<file path="config.mk">
export PLATFORM = sky130hd
export DESIGN_NAME = traffic_conflict_monitor
export DESIGN_NICKNAME = d
export VERILOG_FILES = /design/src/rtl/traffic_conflict_monitor.sv
export SDC_FILE = /design/constraint.sdc
export NUM_CORES = 1
export LEC_CHECK = 0
export CORE_ASPECT_RATIO = 1.25
export CORE_MARGIN = 1.5
export CORE_UTILIZATION = 45
export CTS_CLUSTER_DIAMETER = 120
export DETAILED_ROUTE_END_ITERATION = 10
export PLACE_DENSITY_LB_ADDON = 0.05
export SLEW_MARGIN = 15
export SYNTH_ARGS = -nofsm -noshare
export SYNTH_HDL_FRONTEND = slang
export SYNTH_SLANG_ARGS = --single-unit
</file>
<file path="constraint.sdc">
create_clock -name mclk -period 2.6 [get_ports mclk]
set_input_delay 0.52 -clock mclk [delete_from_list [all_inputs] [get_ports mclk]]
set_output_delay 0.52 -clock mclk [all_outputs]
set_load 0.03 [all_outputs]
</file>
<file path="src/rtl/traffic_conflict_monitor.sv">
// Safety monitor for the four signal heads: checks every sampled light code against the
// previous sample and per-lane run lengths, latches the first fault and counts rotations.
module traffic_conflict_monitor #(
    parameter int MIN_YELLOW = 2,
    parameter int MAX_GREEN  = 20,
    parameter int CNT_W      = 8
) (
    input  logic       mclk,
    input  logic       rst,
    input  logic [1:0] r1,
    input  logic [1:0] r2,
    input  logic [1:0] r3,
    input  logic [1:0] r4,
    input  logic       fault_clr,
    output logic       fault,
    output logic [2:0] fault_code,
    output logic [1:0] fault_lane,
    output logic       flash_req,
    output logic [7:0] rot_cnt
);

    localparam logic [1:0] ST_ARM = 2'd0;
    localparam logic [1:0] ST_MON = 2'd1;
    localparam logic [1:0] ST_FLT = 2'd2;

    localparam logic [1:0] C_RED = 2'b00;
    localparam logic [1:0] C_YEL = 2'b01;
    localparam logic [1:0] C_GRN = 2'b10;
    localparam logic [1:0] C_INV = 2'b11;

    localparam logic [CNT_W-1:0] MIN_Y_C   = CNT_W'(MIN_YELLOW);
    localparam logic [CNT_W-1:0] MAX_G_C   = CNT_W'(MAX_GREEN);
    localparam logic [CNT_W-1:0] CNT_MAX_C = '1;
    localparam logic [CNT_W-1:0] CNT_ONE_C = CNT_W'(1);

    logic [1:0]       r_state;
    logic [1:0]       r_prev [4];
    logic [CNT_W-1:0] r_cnt  [4];
    logic             r_lg_valid;
    logic [1:0]       r_lg;

    logic [1:0]       w_cur      [4];
    logic [CNT_W-1:0] w_cnt_next [4];
    logic [3:0]       w_inv, w_act, w_seq, w_shy, w_stk, w_r2g, w_ord;
    logic             w_viol;
    logic [2:0]       w_code;
    logic [1:0]       w_lane;
    logic             w_rot_done;
    logic             w_all_red;

    assign w_cur[0] = r1;
    assign w_cur[1] = r2;
    assign w_cur[2] = r3;
    assign w_cur[3] = r4;

    function automatic logic [1:0] first_lane(input logic [3:0] v);
        first_lane = 2'd0;
        for (int i = 3; i >= 0; i--) begin
            if (v[i]) first_lane = 2'(i);
        end
    endfunction

    genvar gi;
    generate
        for (gi = 0; gi < 4; gi++) begin : g_lane
            assign w_inv[gi] = (w_cur[gi] == C_INV);
            assign w_act[gi] = (w_cur[gi] != C_RED);
            assign w_seq[gi] = ((r_prev[gi] == C_GRN) && (w_cur[gi] == C_RED)) ||
                               ((r_prev[gi] == C_RED) && (w_cur[gi] == C_YEL)) ||
                               ((r_prev[gi] == C_YEL) && (w_cur[gi] == C_GRN));
            assign w_shy[gi] = (r_prev[gi] == C_YEL) && (w_cur[gi] == C_RED) && (r_cnt[gi] < MIN_Y_C);
            assign w_stk[gi] = (r_prev[gi] == C_GRN) && (w_cur[gi] == C_GRN) && (r_cnt[gi] == MAX_G_C);
            assign w_r2g[gi] = (r_prev[gi] == C_RED) && (w_cur[gi] == C_GRN);
            // Only the lane after the last accepted green may turn green next.
            assign w_ord[gi] = w_r2g[gi] && r_lg_valid && (2'(gi) != (r_lg + 2'd1));
            assign w_cnt_next[gi] = (w_cur[gi] != r_prev[gi]) ? CNT_ONE_C :
                                    (r_cnt[gi] == CNT_MAX_C)  ? r_cnt[gi] : r_cnt[gi] + CNT_ONE_C;
        end
    endgenerate

    assign w_rot_done = (r_prev[3] == C_YEL) && (w_cur[3] == C_RED);
    assign w_all_red  = ~|w_act;

    always_comb begin
        w_viol = 1'b1;
        w_code = 3'd0;
        w_lane = 2'd0;
        if (|w_inv) begin
            w_code = 3'd1;
            w_lane = first_lane(w_inv);
        end else if ($countones(w_act) > 1) begin
            w_code = 3'd2;
            w_lane = first_lane(w_act);
        end else if (|w_seq) begin
            w_code = 3'd3;
            w_lane = first_lane(w_seq);
        end else if (|w_shy) begin
            w_code = 3'd4;
            w_lane = first_lane(w_shy);
        end else if (|w_stk) begin
            w_code = 3'd5;
            w_lane = first_lane(w_stk);
        end else if (|w_ord) begin
            w_code = 3'd6;
            w_lane = first_lane(w_ord);
        end else begin
            w_viol = 1'b0;
        end
    end

    always_ff @(posedge mclk or negedge rst) begin
        if (!rst) begin
            r_state    <= ST_ARM;
            fault      <= 1'b0;
            flash_req  <= 1'b0;
            fault_code <= 3'd0;
            fault_lane <= 2'd0;
            rot_cnt    <= 8'd0;
            r_lg_valid <= 1'b0;
            r_lg       <= 2'd0;
            for (int i = 0; i < 4; i++) begin
                r_prev[i] <= C_RED;
                r_cnt[i]  <= '0;
            end
        end else begin
            case (r_state)
                ST_ARM: begin
                    for (int i = 0; i < 4; i++) begin
                        r_prev[i] <= w_cur[i];
                        r_cnt[i]  <= CNT_ONE_C;
                    end
                    r_lg_valid <= 1'b0;
                    r_state    <= ST_MON;
                end
                ST_MON: begin
                    if (w_viol) begin
                        fault      <= 1'b1;
                        flash_req  <= 1'b1;
                        fault_code <= w_code;
                        fault_lane <= w_lane;
                        r_state    <= ST_FLT;
                    end else begin
                        for (int i = 0; i < 4; i++) begin
                            r_prev[i] <= w_cur[i];
                            r_cnt[i]  <= w_cnt_next[i];
                        end
                        // With no conflict at most one lane can be turning green.
                        if (|w_r2g) begin
                            r_lg_valid <= 1'b1;
                            r_lg       <= first_lane(w_r2g);
                        end
                        if (w_rot_done) rot_cnt <= rot_cnt + 8'd1;
                    end
                end
                ST_FLT: begin
                    if (fault_clr && w_all_red) begin
                        fault      <= 1'b0;
                        flash_req  <= 1'b0;
                        fault_code <= 3'd0;
                        fault_lane <= 2'd0;
                        r_state    <= ST_ARM;
                    end
                end
                default: r_state <= ST_ARM;
            endcase
        end
    end

endmodule

</file>
==> impl_results.md <==
- Outcome: finished, final reports clean
- CTS tree: yes
- Skew-Pair Late Insertion Delay: 0.35 ns
- Global-route wire length before repair: 17500 um
- Crit end category: flip-flop
- P&R area growth vs syn: 37.9%
- Avg Cell Area, Syn: 8.71 um^2
- Clk pin slew, worst setup/hold paths: 0.07 ns
- Top-area cell type share of the netlist area: 37.9%
- DIE HEIGHT: 107 um
- Via count: 3755
- Residual DRC: 0
- Area leader, netlist: dfrtp_1
- Final worst slack: 0.0254 ns
- Root Buffer: clkbuf_8
- Netlist cell types: 67
- Global placer's final weighted congestion: 0.893
- Final period util: 99.0%
- Vias in the first global route: 3724
- PortBufs: 25
- GRT Util Overall: 24.3%
- Final TNS setup: 0 ns
- Starting DRT DRC Count: 169
- Clock Skew: 0.00769 ns
- Pre-CTS WS: -0.822 ns
- Main synth FF type: dfrtp_1
- Final ANT Viol Nets: 0
- Sequential share of power: 30.0%
- H-tree depth: 3
- Initial antenna violation count: 0
- Critical path arrival: 2.84 ns
- Wire length on met3: 328 um
- Clk network pwr share: 22.2%
- Leading cell types by count after synthesis: 59 x dfrtp_1, 59 x nand2_1, 35 x a21oi_1
- Clock Tree Buf Depth: 2
- Largest net degree at the start of global routing: 33
- #FFs+latches synth: 59
- IO Count: 26
- Number of synthesized flops with an enable pin: 0
- Post-synthesis sequential area ratio: 37.9%
- Row count: 37
- Final wirelength: 10400 um
- Max-cap violations: 0
- Hold WS: 0.198 ns
- Initial core utilization: 46.7%
- M1 wire length: 4640 um
- Cells after synthesis: 447
- Crit path required time: 2.86 ns
- Clock Sinks: 59
- Die width: 86.2 um
- Fin crit period: 2.57 ns
- Ranking of synthesized cells by area: dfrtp_1 38%, nand2_1 5.7%, a21oi_1 4.5%
- Fin nets: 590
- Detail Placement HPWL: 7750 um
- Hold Path Class: in -> async
- P_sw: 1.69 mW
- Fraction of layout cells with a size suffix above 1: 31.9%
- Asr flop ratio synth: 100%
- Largest fanout on the critical path: 5
- Worst setup startpoint: r_cnt[16]
- Met2 wire length: 5120 um
- N_diodes: 0
- Final core utilization: 64.4%
- Slew @ Worst Pin: 0.663 ns
- Max Clk Rate: 388 MHz
- Routed wire length per instance: 15.5 um
- Pins over their slew limit: 0
- Combinational power share: 47.7%
- Max IR drop VDD: 0.000350 V
- Synth Net Count: 469
- Critical path startpoint category: flip-flop
- Number of CTS-inserted buffers: 9
- Hold Buf Count CTS: 0
- Switch share: 39.1%
- RSZ-0062 raised after global routing: true
- YS warnings: 0
- Internal: 2.64 mW
- Reg2Reg Launch Point: r_cnt[16]
- Design Power: 4.33 mW
- Highest routed layer: met4
- Leakage power: 2.43 nW
- Crit path kind: reg -> reg
- Vias/cell: 5.60
- First-pass DRT Iterations: 5
- Max-slew headroom: 55.8%
- Die Area: 9220 um^2
- Power Density: 808 nW/um^2
- Core area: 8330 um^2
- Syn Std Cell Area: 3890 um^2
- Reg2reg setup slack: 0.03 ns
- Endpoints failing setup: 0
- Final Hold Vio Count: 0
- Grt ovf: 0
==> power by group through the flow <==
stage	Combinational, mW	Sequential, mW	Clock, mW
after floorplan	1.18	1.33	0
after global placement	1.90	1.30	0
after detailed placement	1.93	1.31	0
after CTS	1.98	1.29	0.986
after global routing	2.29	1.33	1.02
final	2.07	1.30	0.964
==> state kept, by name (all words and copies together) (netlist names) <==
| signal | flops |
|---|---|
| fault_code | 3 |
| fault_lane | 2 |
| flash_req | 1 |
| r_cnt | 32 |
| r_lg | 2 |
| r_lg_valid | 1 |
| r_prev | 8 |
| r_state | 2 |
| rot_cnt | 8 |
==> final cells by class <==
class / count / area (um^2)
fill: 734 / 2970
clock inverter: 5 / 75.1
tap: 97 / 121
inverter: 21 / 86.3
clock buffer: 11 / 151
sequential: 59 / 1480
timing repair buffer: 132 / 1050
multi-input combinational: 345 / 2410
==> per-layer routing <==
metal / track usage (%) / vias to the layer above
li1: - / 1867
met1: 30.1 / 1798
met2: 41.0 / 68
met3: 3.16 / 22
met4: 12.6 / 0
met5: 0 / -
==> critical path: stages, from the launching register on <==
cell and delay, ns:
dfrtp_1 0.36, inv_1 0.06, ha_1 0.18, and4_1 0.20, nand4b_1 0.17, nand4_1 0.15
or3_4 0.40, o41a_4 0.45, or2_4 0.29, o31ai_4 0.23
==> final timing paths <==
kind,end,cells after the start
max,r_cnt[19],9
min,r_cnt[19],1
max reg2reg,r_cnt[19],9
min reg2reg,rot_cnt[7],1
max in group asynchronous,r_prev[3],2
min in group mclk,rot_cnt[7],1
==> through the flow <==
stage	cell area, um^2	std cells
finish	5370	670
global route	5370	670
CTS	5240	666
detailed placement	4970	648
global placement	4970	648
floorplan	4040	447
==> timing repair <==
action                     in CTS  in global routing
setup endpoints to repair      58                 38
pin swaps                       9                  8
buffers inserted                3                  4
gates resized for setup        42                 19
==> logic make-up after synthesis <==
| logic type | synth area share, % |
|---|---|
| adder cells (fa/ha/maj) | 3.98 |
| flip-flops | 37.9 |
| AO/OA/AOI/OAI | 19.7 |
| buffers and inverters | 5.98 |
| AND/OR/NAND/NOR | 27.1 |
| multiplexers | 1.06 |
| XOR/XNOR | 4.27 |
==> layout by cell type (no fill, tap or decap), drive strengths merged, types with 3 or more instances in the layout <==
master / netlist / layout
nor2: 26 / 26
clkinv: 0 / 3
or3: 6 / 6
nand2: 59 / 59
a21oi: 35 / 35
mux2i: 3 / 3
o21ai: 32 / 32
nor3: 11 / 11
and4: 5 / 5
and3: 12 / 12
ha: 10 / 10
nand2b: 12 / 12
or2: 3 / 3
nor2b: 7 / 7
xnor2: 10 / 10
nand3: 22 / 22
xor2: 9 / 9
o21bai: 4 / 4
a31oi: 10 / 10
o31ai: 5 / 5
nor4b: 4 / 4
clkbuf: 3 / 11
nand4: 9 / 9
or4: 4 / 4
a41oi: 9 / 9
nor4: 4 / 4
clkdlybuf4s50: 0 / 16
inv: 21 / 21
buf: 19 / 114
dfrtp: 59 / 59
Note: power is estimated with default switching activity, not from simulation.
